**src/rtl/ssqa_pkg.sv**
```systemverilog
// rtl/ssqa_pkg.sv - shared scheduler constants, loader state encoding and helpers
package ssqa_pkg;

  localparam logic [3:0] SCHED_IDLE = 4'd0;
  localparam logic [3:0] SCHED_FIN  = 4'd10;

  typedef enum logic [2:0] {L_IDLE, L_RECV, L_WRITE, L_CKSUM, L_START} jload_state_t;

  // J words carried per stream byte
  function automatic int vpb(input int width);
    return 8 / width;
  endfunction

endpackage

```
**src/rtl/j_bram_loader_if.sv**
```systemverilog
// rtl/j_bram_loader_if.sv - byte stream in and coupling BRAM write port out
interface j_bram_loader_if #(
  parameter int WIDTH  = 4,
  parameter int ADDR_W = 20
);
  logic [7:0]        s_data;
  logic              s_valid;
  logic              s_ready;
  logic              ena;
  logic              wea;
  logic [ADDR_W-1:0] addra;
  logic [WIDTH-1:0]  dina;

  modport master (output s_data, s_valid, input s_ready, ena, wea, addra, dina);
  modport slave  (input s_data, s_valid, output s_ready, ena, wea, addra, dina);
endinterface

```
**src/rtl/j_unpacker.sv**
```systemverilog
// rtl/j_unpacker.sv - holds one stream byte and presents its WIDTH-bit slices low first
module j_unpacker
  import ssqa_pkg::*;
#(
  parameter int WIDTH = 4
) (
  input  logic             clk,
  input  logic             rst,
  input  logic             load,
  input  logic             advance,
  input  logic [7:0]       data,
  output logic [WIDTH-1:0] word,
  output logic             last
);
  localparam int VPB = vpb(WIDTH);
  localparam int K_W = (VPB > 1) ? $clog2(VPB) : 1;

  logic [7:0]     byte_q;
  logic [K_W-1:0] k;

  always_ff @(posedge clk or posedge rst) begin
    if (rst) begin
      byte_q <= '0;
      k      <= '0;
    end else if (load) begin
      byte_q <= data;
      k      <= '0;
    end else if (advance && !last) begin
      k <= k + K_W'(1);
    end
  end

  assign word = WIDTH'(byte_q >> (32'(k) * WIDTH));
  assign last = (k == K_W'(VPB - 1));
endmodule

```
**src/rtl/j_bram_loader.sv**
```systemverilog
// rtl/j_bram_loader.sv - streams J words into the coupling BRAM, then pulses comp_en
// Optional JLOAD_CKSUM_EN: checks a trailing 8-bit sum byte before starting the annealer.
module j_bram_loader
  import ssqa_pkg::*;
#(
  parameter int WIDTH  = 4,
  parameter int N      = 800,
  parameter int ADDR_W = 20
) (
  input  logic             clk,
  input  logic             rst_sys,
  input  logic             load_start,
  input  logic [3:0]       sched_state,
  j_bram_loader_if.slave   bus,
  output logic             comp_en,
  output logic             busy,
  output logic             done,
  output logic             err
);
  localparam int TOTAL = N * N;
  localparam logic [ADDR_W-1:0] LAST_ADDR = ADDR_W'(TOTAL - 1);

  jload_state_t      state, state_n;
  logic [ADDR_W-1:0] addr, addra_q;
  logic [WIDTH-1:0]  dina_q, word;
  logic              last_slice, start_ok, load_byte, wr;

  assign start_ok  = load_start && (sched_state == SCHED_IDLE || sched_state == SCHED_FIN);
  assign load_byte = (state == L_RECV) && bus.s_valid;

  j_unpacker #(.WIDTH(WIDTH)) u_unpack (
    .clk     (clk),
    .rst     (rst_sys),
    .load    (load_byte),
    .advance (wr),
    .data    (bus.s_data),
    .word    (word),
    .last    (last_slice)
  );

`ifdef JLOAD_CKSUM_EN
  logic [7:0] sum;
  logic       err_set;
`endif

  always_comb begin
    state_n     = state;
    bus.s_ready = 1'b0;
    wr          = 1'b0;
    comp_en     = 1'b0;
`ifdef JLOAD_CKSUM_EN
    err_set     = 1'b0;
`endif
    case (state)
      L_IDLE:  if (start_ok) state_n = L_RECV;
      L_RECV: begin
        bus.s_ready = 1'b1;
        if (bus.s_valid) state_n = L_WRITE;
      end
      L_WRITE: begin
        wr = 1'b1;
        // Terminal address wins over slice position: leftover slices are dropped
        if (addr == LAST_ADDR)
`ifdef JLOAD_CKSUM_EN
          state_n = L_CKSUM;
`else
          state_n = L_START;
`endif
        else if (last_slice)
          state_n = L_RECV;
      end
`ifdef JLOAD_CKSUM_EN
      L_CKSUM: begin
        bus.s_ready = 1'b1;
        if (bus.s_valid) begin
          if (bus.s_data == sum) begin
            state_n = L_START;
          end else begin
            err_set = 1'b1;
            state_n = L_IDLE;
          end
        end
      end
`endif
      L_START: begin
        comp_en = 1'b1;
        state_n = L_IDLE;
      end
      default: state_n = L_IDLE;
    endcase
  end

  always_ff @(posedge clk or posedge rst_sys) begin
    if (rst_sys) begin
      state   <= L_IDLE;
      addr    <= '0;
      addra_q <= '0;
      dina_q  <= '0;
      done    <= 1'b0;
    end else begin
      state <= state_n;
      if (state == L_IDLE && start_ok) begin
        addr <= '0;
        done <= 1'b0;
      end
      if (wr) begin
        addr    <= addr + ADDR_W'(1);
        addra_q <= addr;
        dina_q  <= word;
      end
      if (comp_en) done <= 1'b1;
    end
  end

`ifdef JLOAD_CKSUM_EN
  always_ff @(posedge clk or posedge rst_sys) begin
    if (rst_sys) begin
      sum <= '0;
      err <= 1'b0;
    end else if (state == L_IDLE && start_ok) begin
      sum <= '0;
      err <= 1'b0;
    end else begin
      if (load_byte) sum <= sum + bus.s_data;
      if (err_set)   err <= 1'b1;
    end
  end
`else
  assign err = 1'b0;
`endif

  // Write port shows the live word while writing and holds the last write otherwise
  assign bus.ena   = wr;
  assign bus.wea   = wr;
  assign bus.addra = wr ? addr : addra_q;
  assign bus.dina  = wr ? word : dina_q;
  assign busy      = (state != L_IDLE);
endmodule

```
**src/flat_wrapper.sv**
```systemverilog
// flat-port wrapper written by rule: the top's interface ports become plain ports
module j_bram_loader_flat import ssqa_pkg::*;
#(
  parameter int WIDTH  = 4,
  parameter int N      = 800,
  parameter int ADDR_W = 20
)
  (clk, rst_sys, load_start, sched_state, comp_en, busy, done, err, bus_s_data, bus_s_valid, bus_s_ready, bus_ena, bus_wea, bus_addra, bus_dina);
  j_bram_loader_if #(.WIDTH(WIDTH), .ADDR_W(ADDR_W)) bus_i ();
  input  logic clk;
  input  logic rst_sys;
  input  logic load_start;
  input  logic [3:0] sched_state;
  output logic comp_en;
  output logic busy;
  output logic done;
  output logic err;
  input wire logic [$bits(bus_i.s_data)-1:0] bus_s_data;
  input wire logic [$bits(bus_i.s_valid)-1:0] bus_s_valid;
  output wire logic [$bits(bus_i.s_ready)-1:0] bus_s_ready;
  output wire logic [$bits(bus_i.ena)-1:0] bus_ena;
  output wire logic [$bits(bus_i.wea)-1:0] bus_wea;
  output wire logic [$bits(bus_i.addra)-1:0] bus_addra;
  output wire logic [$bits(bus_i.dina)-1:0] bus_dina;
  assign bus_i.s_data = bus_s_data;
  assign bus_i.s_valid = bus_s_valid;
  assign bus_s_ready = bus_i.s_ready;
  assign bus_ena = bus_i.ena;
  assign bus_wea = bus_i.wea;
  assign bus_addra = bus_i.addra;
  assign bus_dina = bus_i.dina;
  j_bram_loader #(.WIDTH(WIDTH), .N(N), .ADDR_W(ADDR_W)) u_core (.clk(clk), .rst_sys(rst_sys), .load_start(load_start), .sched_state(sched_state), .bus(bus_i), .comp_en(comp_en), .busy(busy), .done(done), .err(err));
endmodule
```
**config.mk**
```make
export PLATFORM = sky130hd
export DESIGN_NAME = j_bram_loader_flat
export DESIGN_NICKNAME = d
export VERILOG_FILES = /design/src/rtl/ssqa_pkg.sv /design/src/rtl/j_bram_loader_if.sv /design/src/rtl/j_unpacker.sv /design/src/rtl/j_bram_loader.sv /design/src/flat_wrapper.sv
export SDC_FILE = /design/constraint.sdc
export NUM_CORES = 1
export LEC_CHECK = 0
export CORE_MARGIN = 5
export CORE_UTILIZATION = 55
export DETAILED_ROUTE_END_ITERATION = 7
export GPL_ROUTABILITY_DRIVEN = 0
export PLACE_DENSITY = 0.83
export SLEW_MARGIN = 20
export SYNTH_ARGS = -nofsm -noshare
export SYNTH_HDL_FRONTEND = slang
export SYNTH_SLANG_ARGS = --single-unit
```
**constraint.sdc**
```tcl
create_clock -name clk -period 6.2 [get_ports clk]
set_input_delay 0.62 -clock clk [delete_from_list [all_inputs] [get_ports clk]]
set_output_delay 0.62 -clock clk [all_outputs]
set_load 0.01 [all_outputs]
```
==> impl_metrics.env <==
export IMPL_synth_nets=271
export IMPL_drt_initial_drc_count=160
export IMPL_overflow=0
export IMPL_hold_path_class="reg2reg"
export IMPL_critPathKind="reg2out"
export IMPL_synth_xor_area_frac=0.00344
export IMPL_post_cts_buffers=0
export IMPL_cts_resized=0
export IMPL_synth_enable_flop_cells=0
export IMPL_wire_per_inst_um=15.0
export IMPL_clock_sinks=57
export IMPL_powerDensity_nw_per_um2=499
export IMPL_worst_path_max_delay_cell="inv_1"
export IMPL_dp_hpwl_um=3480
export IMPL_wirelength_um=5300
export IMPL_ioPinCount=47
export IMPL_drive_gt1_frac=0.106
export IMPL_fin_cells=354
export IMPL_io_buffer_count=45
export IMPL_dieArea_um2=6080
export IMPL_holdBufCountCts=0
export IMPL_synth_top_family_by_area="simple AND/OR/NAND/NOR gates"
export IMPL_grt_pass1_vias=1922
export IMPL_cts_clk_slew_worst_paths_ns=0.06
export IMPL_irDropWorstVdd_uv=321
export IMPL_antenna_found_initial=0
export IMPL_dr_pass1_iters=4
export IMPL_synth_cells=254
export IMPL_worstMarginPinSlew_ns=0.888
export IMPL_setup_violations=0
export IMPL_syn_cell_area_um2=2540
export IMPL_initial_core_util=0.576
export IMPL_fin_crit_ns=3.33
export IMPL_critPathMaxStageDelay_ns=0.66
export IMPL_fillers=327
export IMPL_synth_seq_area_share=0.561
export IMPL_syn_mean_instance_area_um2=10.0
export IMPL_area_delta_synth_final_pct=25.2
export IMPL_rsz0062_at_grt="no"
export IMPL_endpoint_kind="output pin"
export IMPL_clk_path_buf_depth=2
export IMPL_synthAdderAreaFrac=0.00492
export IMPL_regArea_um2=1430
export IMPL_via_per_inst=5.59
export IMPL_required_ns=5.58
export IMPL_fin_worst_skew_ns=0.00665
export IMPL_outcome="finished clean"
export IMPL_cts_tree="built"
export IMPL_yosysWarnings=0
export IMPL_chipWidth_um=78.0
export IMPL_drc=0
export IMPL_synth_mux_area_frac=0.0590
export IMPL_cts_htree_levels=3
export IMPL_multiInputGateArea_um2=1030
export IMPL_crit_arrival_ns=2.71
export IMPL_num_vias=1980
export IMPL_cp_max_fo=30
export IMPL_slew_viol_final=0
export IMPL_rows=24
export IMPL_cts_buffers=9
export IMPL_diodes=0
export IMPL_fin_nets=315
export IMPL_dp_cells=339
export IMPL_fin_crit_sh=0.536
export IMPL_fin_tns_setup_ns=0
export IMPL_cts_root_buf="clkbuf_8"
export IMPL_cp_start_kind="flip-flop"
export IMPL_antenna_left=0
export IMPL_cap_viol_max_count=0
export IMPL_slew_limit_headroom=0.407
export IMPL_synthSimpleGateAreaFrac=0.219
export IMPL_grtUsageTotal=0.186
export IMPL_synth_compound_gate_area_share=0.118
export IMPL_crit_chain="or3b_1 > inv_1 > and2_1 > a21o_1 > clkdlybuf4s50_1"
export IMPL_synthArstFlopShare=1.00
export IMPL_ys_seq_elements=57
export IMPL_layout_commonest_cell="nand2_1"
export IMPL_leakagePower_uw=0.00146
export IMPL_core_um2=4410
export IMPL_ys_flop_type="dfrtp_1"
export IMPL_mostFrequentLayoutCells="77 x nand2_1, 57 x dfrtp_1, 45 x clkdlybuf4s50_1, 16 x o21ai_0"
export IMPL_grt_pass1_wl_um=9050
export IMPL_hold_viol_final=0
export IMPL_clock_latency_ns=0.33
export IMPL_grt_max_degree=58
export IMPL_die_y_um=78.0
export IMPL_fmax_ghz=0.301
export IMPL_fin_util=0.721
export IMPL_synth_distinct_cells=42
## path summary, 6_finish.rpt
check / from / endpoint / slack (ns) / cells past startpoint
setup reg to reg: u_core.state[0]$_DFFE_PP0P_ / u_core.addr[19]$_DFFE_PP0P_ / 3.80 / 5
min in group asynchronous: rst_sys / u_core.addra_q[1]$_DFF_PP0_ / 0.79 / 3
hold / removal: u_core.addra_q[15]$_DFF_PP0_ / u_core.addra_q[15]$_DFF_PP0_ / 0.47 / 2
setup / recovery: u_core.state[0]$_DFFE_PP0P_ / bus_addra[18] / 2.87 / 5
max in group asynchronous: rst_sys / u_core.addr[13]$_DFFE_PP0P_ / 4.94 / 3
hold reg to reg: u_core.addra_q[15]$_DFF_PP0_ / u_core.addra_q[15]$_DFF_PP0_ / 0.47 / 2
## sequential cells by signal, indices dropped and copies added, names as in the netlist
signal,count
u_core.addra_q,20
u_core.addr,20
u_core.state,3
u_core.u_unpack.last,1
u_core.done,1
u_core.u_unpack.byte_q,8
u_core.dina_q,4
## where the power goes
group | total, uW | internal (uW) | switching, uW
logic | 627 | 324 | 303
clock network | 313 | 173 | 140
registers | 649 | 527 | 122
total | 1590 | 1020 | 565
## routing by layer
layer,routed length [um],global-route usage
met5,0,0
met3,367,0.0532
met4,94,0.0794
met1,2230,0.229
met2,2610,0.305
## final cells by class
class                   instances  share of cell area
clock buffers                  12              0.0519
repair buffers                 47               0.146
inverters                       4             0.00472
multi-input cells             179               0.324
clock inverters                 3             0.00472
flip-flops and latches         57               0.448
well taps                      52              0.0204
## logic make-up (layout without fill, tap and decap cells)
family | count (synthesis) | count (layout)
xor gates and xnor gates | 1 | 1
adders and majority gates | 1 | 1
buffers and inverters | 18 | 66
DFF | 57 | 57
AOI/OAI and AO/OA | 42 | 42
muxes | 14 | 14
other | 1 | 1
and+or+nand+nor | 120 | 120
## metrics by stage
stage / worst slack (ns) / hold slack (ns) / instance area [um2] / total power, uW
2_1_floorplan: 3.82 / 0.462 / 2540 / 978
3_3_place_gp: 3.27 / 0.453 / 3000 / 1270
3_5_place_dp: 3.22 / 0.457 / 3000 / 1290
4_1_cts: 2.87 / 0.474 / 3180 / 1610
5_1_grt: 2.76 / 0.497 / 3180 / 1710
6_report: 2.87 / 0.468 / 3180 / 1590
## synth_stat cells (3+ instances only)
cell type / number / area share
nand2_1: 77 / 0.11
dfrtp_1: 57 / 0.56
o21ai_0: 16 / 0.031
nand3_1: 12 / 0.024
clkbuf_1: 8 / 0.012
mux2_2: 8 / 0.035
o31ai_1: 8 / 0.024
nor2_1: 7 / 0.010
o211ai_1: 7 / 0.021
mux2i_1: 6 / 0.024
inv_1: 4 / 0.0059
a21o_1: 3 / 0.0089
nand4_1: 3 / 0.0074
or3_1: 3 / 0.0074
## critical path, delay by kind of cell, from the launching register on
family	cells	cell delay, ns
AND/OR/NAND/NOR	2	0.66
flip-flops	1	0.41
buffers and inverters	2	1.20
AO/OA/AOI/OAI	1	0.11
Note: power is estimated with default switching activity, not from simulation.
==> RTL edit 1, RTL diff (same flow settings) <==
`WIDTH` is set to 4 in 4 places; all go to 8.
--- a/src/rtl/j_bram_loader_if.sv
+++ b/src/rtl/j_bram_loader_if.sv
@@ -1,6 +1,6 @@
 // rtl/j_bram_loader_if.sv - byte stream in and coupling BRAM write port out
 interface j_bram_loader_if #(
-  parameter int WIDTH  = 4,
+  parameter int WIDTH  = 8,
   parameter int ADDR_W = 20
 );
   logic [7:0]        s_data;
--- a/src/rtl/j_unpacker.sv
+++ b/src/rtl/j_unpacker.sv
@@ -2,7 +2,7 @@
 module j_unpacker
   import ssqa_pkg::*;
 #(
-  parameter int WIDTH = 4
+  parameter int WIDTH = 8
 ) (
   input  logic             clk,
   input  logic             rst,
--- a/src/rtl/j_bram_loader.sv
+++ b/src/rtl/j_bram_loader.sv
@@ -3,7 +3,7 @@
 module j_bram_loader
   import ssqa_pkg::*;
 #(
-  parameter int WIDTH  = 4,
+  parameter int WIDTH  = 8,
   parameter int N      = 800,
   parameter int ADDR_W = 20
 ) (
--- a/src/flat_wrapper.sv
+++ b/src/flat_wrapper.sv
@@ -1,7 +1,7 @@
 // flat-port wrapper written by rule: the top's interface ports become plain ports
 module j_bram_loader_flat import ssqa_pkg::*;
 #(
-  parameter int WIDTH  = 4,
+  parameter int WIDTH  = 8,
   parameter int N      = 800,
   parameter int ADDR_W = 20
 )
Interface: changed (resized bus_dina); port bits go from 47 to 51. The function was not compared with the original's and may differ.
==> RTL edit 1 against the original RTL <==
Core utilization fell by 0.66 points. Sequential cell count grew 4. Wire length grew 11%. Power down 4.5%. Synthesized area rose by 7.0%. Combinational power fell by 12%. Final area up 6.7%. Non-clock buffer count grew 4. Clock skew increased by 0.00071 ns. Worst setup slack better by 0.16 ns.
==> RTL edit 1: results (changes against the original RTL) <==
- Lkg Pwr: 1.63 nW (was 1.46 nW)
- Vias: 2161 (was 1980)
- HP Class: flop to flop (unchanged)
- Setup TNS: 0 ns (unchanged)
- Post-Route WL: 5910 um (was 5300 um)
- Sequential share of the synthesized area: 56.1% (about the same)
- Synth top cells by count: nand2_1 (94), dfrtp_1 (61), nand3_1 (12) (was nand2_1 (77), dfrtp_1 (57), o21ai_0 (16))
- Post_cts resized: 0 (unchanged)
- Port bufs: 49 (was 45)
- HP Start: u_core.dina_q[2] (was u_core.addra_q[15])
- H-Tree Depth: 3 (unchanged)
- Pre-Repair DR Iteration Count: 4 (unchanged)
- Critical path peak fanout: 42 (was 30)
- Ant diodes: 0 (unchanged)
- Biggest regs: u_core.addr: 20 flops, u_core.addra_q: 20 flops (was u_core.addr: 20 flops, u_core.addra_q: 20 flops, u_core.u_unpack.byte_q: 8 flops)
- Worst setup startpoint: u_core.state[0] (unchanged)
- Synth async-reset ratio: 100% (unchanged)
- Dominant cells by area after synthesis: dfrtp_1 (56%), nand2_1 (13%), mux2i_1 (3.7%), mux2_2 (3.3%), nand3_1 (2.2%) (was dfrtp_1 (56%), nand2_1 (11%), mux2_2 (3.5%), o21ai_0 (3.1%), mux2i_1 (2.4%))
- Syn avg cell area: 9.82 um2 (was 10.0 um2)
- Share of layout cells above drive strength 1: 9.15% (was 10.6%)
- Flop2flop setup slack: 4.06 ns (was 3.80 ns)
- First-pass GRT wire length: 10100 um (was 9050 um)
- Least-Margin Pin Slew: 0.759 ns (was 0.888 ns)
- Worst-Skew Late Latency: 0.34 ns
- Max VDD drop: 0.000266 V (was 0.000321 V)
- Clock Skews: 0.00736 ns (was 0.00665 ns)
- Syn_nets: 294 (was 271)
- CP arrival: 2.55 ns (was 2.71 ns)
- Largest net degree at the start of global routing: 62 (was 58)
- All-layer global routing usage: 20.6% (was 18.6%)
- CTS root buffer: clkbuf_8 (unchanged)
- Area after DPL: 3230 um2 (was 3000 um2)
- Worst setup endpoint: bus_dina[4] (was bus_addra[18])
- Worst Hold End: u_core.dina_q[2] (was u_core.addra_q[15])
- Final net count: 342 (was 315)
- Inst Count DP: 381 (was 339)
- Yosys cell types: 42 (unchanged)
- Dpl ws: 3.38 ns (was 3.22 ns)
- Routed WL per cell: 15.0 um (about the same)
- Maximum root-to-sink buffer count: 2 (unchanged)
- R2R Path End: u_core.addr[13] (was u_core.addr[19])
- Dpl hpwl: 3850 um (was 3480 um)
- Worst Hold Slack: 0.464 ns (was 0.468 ns)
- Outcome: finished, final reports clean (unchanged)
- Final worst setup slack: 3.03 ns (was 2.87 ns)
- Main synth FF type: dfrtp_1 (unchanged)
- Reg2reg path depth: 5 (unchanged)
## RTL edit 1: cell types whose count changed in the layout (fill, tap and decap cells not counted), moves of 3 or more
cell / change
clkdlybuf4s50_1: +4
nand3b_1: +8
or3_1: -3
o211ai_1: -7
dfrtp_1: +4
a21oi_1: +3
o31ai_1: -6
o21ai_0: -8
mux2i_1: +4
nand4_1: +3
nand2_1: +17
## RTL edit 1: power by group
| part | switching [mW] | total (mW) | internal, mW |
|---|---|---|---|
| Combinational | 0.266 | 0.554 | 0.288 |
| Clock | 0.146 | 0.307 | 0.161 |
| Sequential | 0.107 | 0.658 | 0.551 |
| Total | 0.519 | 1.52 | 1.00 |
## RTL edit 1: kinds of logic after synthesis
logic type / count (synthesis) / share of synthesized area, %
simple gates: 149 / 26.1
compound gates: 26 / 6.07
flops: 61 / 56.1
mux: 18 / 6.99
xor+xnor: 2 / 0.644
fa+ha+maj: 1 / 0.460
other cells: 1 / 0.138
buf+inv: 19 / 3.54
## RTL edit 1: critical path, stage by stage, from the launching register on
cell and delay, ns:
dfrtp_1 0.43, or3b_1 0.42, inv_2 0.52, nand3b_1 0.16, nand2_1 0.13, clkdlybuf4s50_1 0.54
## RTL edit 1: final cells by class
cell class	count	area [um2]
flip-flops and latches	61	1530
fillers	375	1360
multi-input cells	197	1100
repair buffers	51	505
clock buffers	12	155
well taps	67	83.8
inverters	5	18.8
clock inverters	2	10.0
## RTL edit 1: per-layer routing
metal / routed length [um] / vias up / global-route usage, % / share of wire [%]
met5: 0 / - / 0 / 0
met4: 147 / 0 / 12.2 / 2.5
met3: 350 / 13 / 5.16 / 5.9
met2: 2800 / 77 / 31.9 / 47
met1: 2610 / 1034 / 26.0 / 44
li1: - / 1037 / - / -
==> RTL edit 2, RTL diff (same flow settings) <==
Without the edit above. The 5 states of `jload_state_t` get a one-hot encoding in 5 bits.
--- a/src/rtl/ssqa_pkg.sv
+++ b/src/rtl/ssqa_pkg.sv
@@ -4,7 +4,7 @@
   localparam logic [3:0] SCHED_IDLE = 4'd0;
   localparam logic [3:0] SCHED_FIN  = 4'd10;
 
-  typedef enum logic [2:0] {L_IDLE, L_RECV, L_WRITE, L_CKSUM, L_START} jload_state_t;
+  typedef enum logic [4:0] {L_IDLE = 5'b00001, L_RECV = 5'b00010, L_WRITE = 5'b00100, L_CKSUM = 5'b01000, L_START = 5'b10000} jload_state_t;
 
   // J words carried per stream byte
   function automatic int vpb(input int width);
Function: same outputs for any inputs over 10 cycles, from zero or initial values and one cycle with rst_sys high; not proved beyond that.
==> RTL edit 2 against the original RTL <==
Sequential cell count grew 1. Clock skew is 0.00076 ns higher. Synthesized area is 1.8% higher. Final area up 3.6%. First-iteration DRC count grew 14%. Power decreased by 1.8%. Count of clock-buffer cells in the layout shrank 1. Final cell count increased by 2.8%. Worst setup slack gained 0.011 ns. Core utilization decreased by 1.4 points. Register-to-register slack better by 0.04 ns. Wire length fell by 1.5%. Critical endpoint is now bus_dina[0]. Largest power group unchanged.
==> RTL edit 2: results (changes against the original RTL) <==
- Max VDD drop: 0.000254 V (was 0.000321 V)
- GRT overflow: 0 (unchanged)
- Dpl hpwl: 3380 um (was 3480 um)
- Yosys cell types: 39 (was 42)
- Worst path slowest cell: or4b_1 (was inv_1)
- Clock Skews: 0.00742 ns (was 0.00665 ns)
- Starting DRT DRC Count: 182 (was 160)
- Post-Route M1 WL: 2550 um (was 2230 um)
- Critical path peak fanout: 28 (was 30)
- HP Class: flop to flop (unchanged)
- Cts bufs inserted: 9 (unchanged)
- Vias: 1975 (was 1980)
- Syn_nets: 277 (was 271)
- Post-CTS Setup Repair Bufs: 0 (unchanged)
- All-layer global routing usage: 18.9% (was 18.6%)
- Cts hold-fix bufs: 0 (unchanged)
- Ys Warns: 0 (unchanged)
- Synth top cells by count: nand2_1 (87), dfrtp_1 (57), o21ai_0 (17) (was nand2_1 (77), dfrtp_1 (57), o21ai_0 (16))
- Biggest regs: u_core.addr: 20 flops, u_core.addra_q: 20 flops, u_core.u_unpack.byte_q: 8 flops (unchanged)
- CP arrival: 2.69 ns (was 2.71 ns)
- Sequential share of the synthesized area: 56.1% (about the same)
- Least-Margin Pin Slew: 0.918 ns (was 0.888 ns)
- Worst-Skew Late Latency: 0.33 ns (about the same)
- Largest net degree at the start of global routing: 59 (was 58)
- Inst Count DP: 348 (was 339)
- P_int: 1.08 mW (was 1.02 mW)
- Clock power share: 27.6% (was 19.7%)
- Syn avg cell area: 9.96 um2 (was 10.0 um2)
- Area after DPL: 3050 um2 (was 3000 um2)
- Dpl ws: 3.22 ns (about the same)
- Outcome: finished, final reports clean (unchanged)
- Post-Route WL: 5220 um (was 5300 um)
- Ant diodes: 0 (unchanged)
- First-pass GRT wire length: 9100 um (was 9050 um)
- Final cell count without fillers: 364 (was 354)
- P_clk: 0.431 mW (was 0.313 mW)
- Initial antenna violation count: 0 (unchanged)
- Lkg Pwr: 1.61 nW (was 1.46 nW)
- Met2 wire len: 2350 um (was 2610 um)
- DR WL met3: 284 um (was 367 um)
- Port bufs: 45 (unchanged)
- Slowest stage delay, CP: 0.75 ns (was 0.66 ns)
- Seq pwr share: 43.5% (was 40.8%)
- Share of layout cells above drive strength 1: 9.68% (was 10.6%)
- Dominant cells by area after synthesis: dfrtp_1 (55%), nand2_1 (13%), mux2i_1 (5.0%), mux2_2 (3.5%), o21ai_0 (3.3%) (was dfrtp_1 (56%), nand2_1 (11%), mux2_2 (3.5%), o21ai_0 (3.1%), mux2i_1 (2.4%))
- Final net count: 322 (was 315)
[RTL edit 2: changes by cell type after synthesis, sizes merged, moves of 4 or more]
cell and change:
nand2 +10, mux2i +7, o211ai -6, and3 +5, clkbuf -4, nor4b +4, o31ai -4
[RTL edit 2: final timing paths]
kind	from	endpoint	slack (ns)	depth (start not counted)
min in group asynchronous	rst_sys	u_core.dina_q[1]	0.81	3
max	u_core.state[4]	bus_dina[0]	2.89	4
min	u_core.addra_q[6]	u_core.addra_q[6]	0.47	2
max reg2reg	u_core.state[4]	u_core.addr[15]	3.84	5
max in group asynchronous	rst_sys	u_core.addra_q[10]	4.92	3
min reg2reg	u_core.addra_q[6]	u_core.addra_q[6]	0.47	2
[RTL edit 2: routing by layer]
layer  global-route usage, %  up-vias
met3                    5.16        4
li1                        -      980
met1                    25.9      931
met4                    8.57        0
met5                       0        -
met2                    28.0       60
[RTL edit 2: layout make-up]
type                    instances  area (um2)
fillers                       343        1360
repair buffers                 47         465
clock buffers                  11         151
well taps                      54        67.6
multi-input cells             186        1050
clock inverters                 5         100
flip-flops and latches         58        1450
inverters                       3        13.8
[RTL edit 2: worst min-delay path, stage by stage, from the launching register on]
cell and delay [ns]:
dfrtp_1 0.32, nand2_1 0.04, nand2_1 0.07
[RTL edit 2: logic make-up (layout without fill, tap and decap cells)]
family | Yosys count | after routing | synth area share (%)
adder cells (fa/ha/maj) | 1 | 1 | 0.483
buffers and inverters | 16 | 66 | 3.43
XOR/XNOR | 2 | 2 | 0.677
AO/OA/AOI/OAI | 31 | 31 | 7.25
AND/OR/NAND/NOR | 130 | 130 | 23.4
multiplexers | 21 | 21 | 8.51
other | 1 | 1 | 0.145
flip-flops | 58 | 58 | 56.1
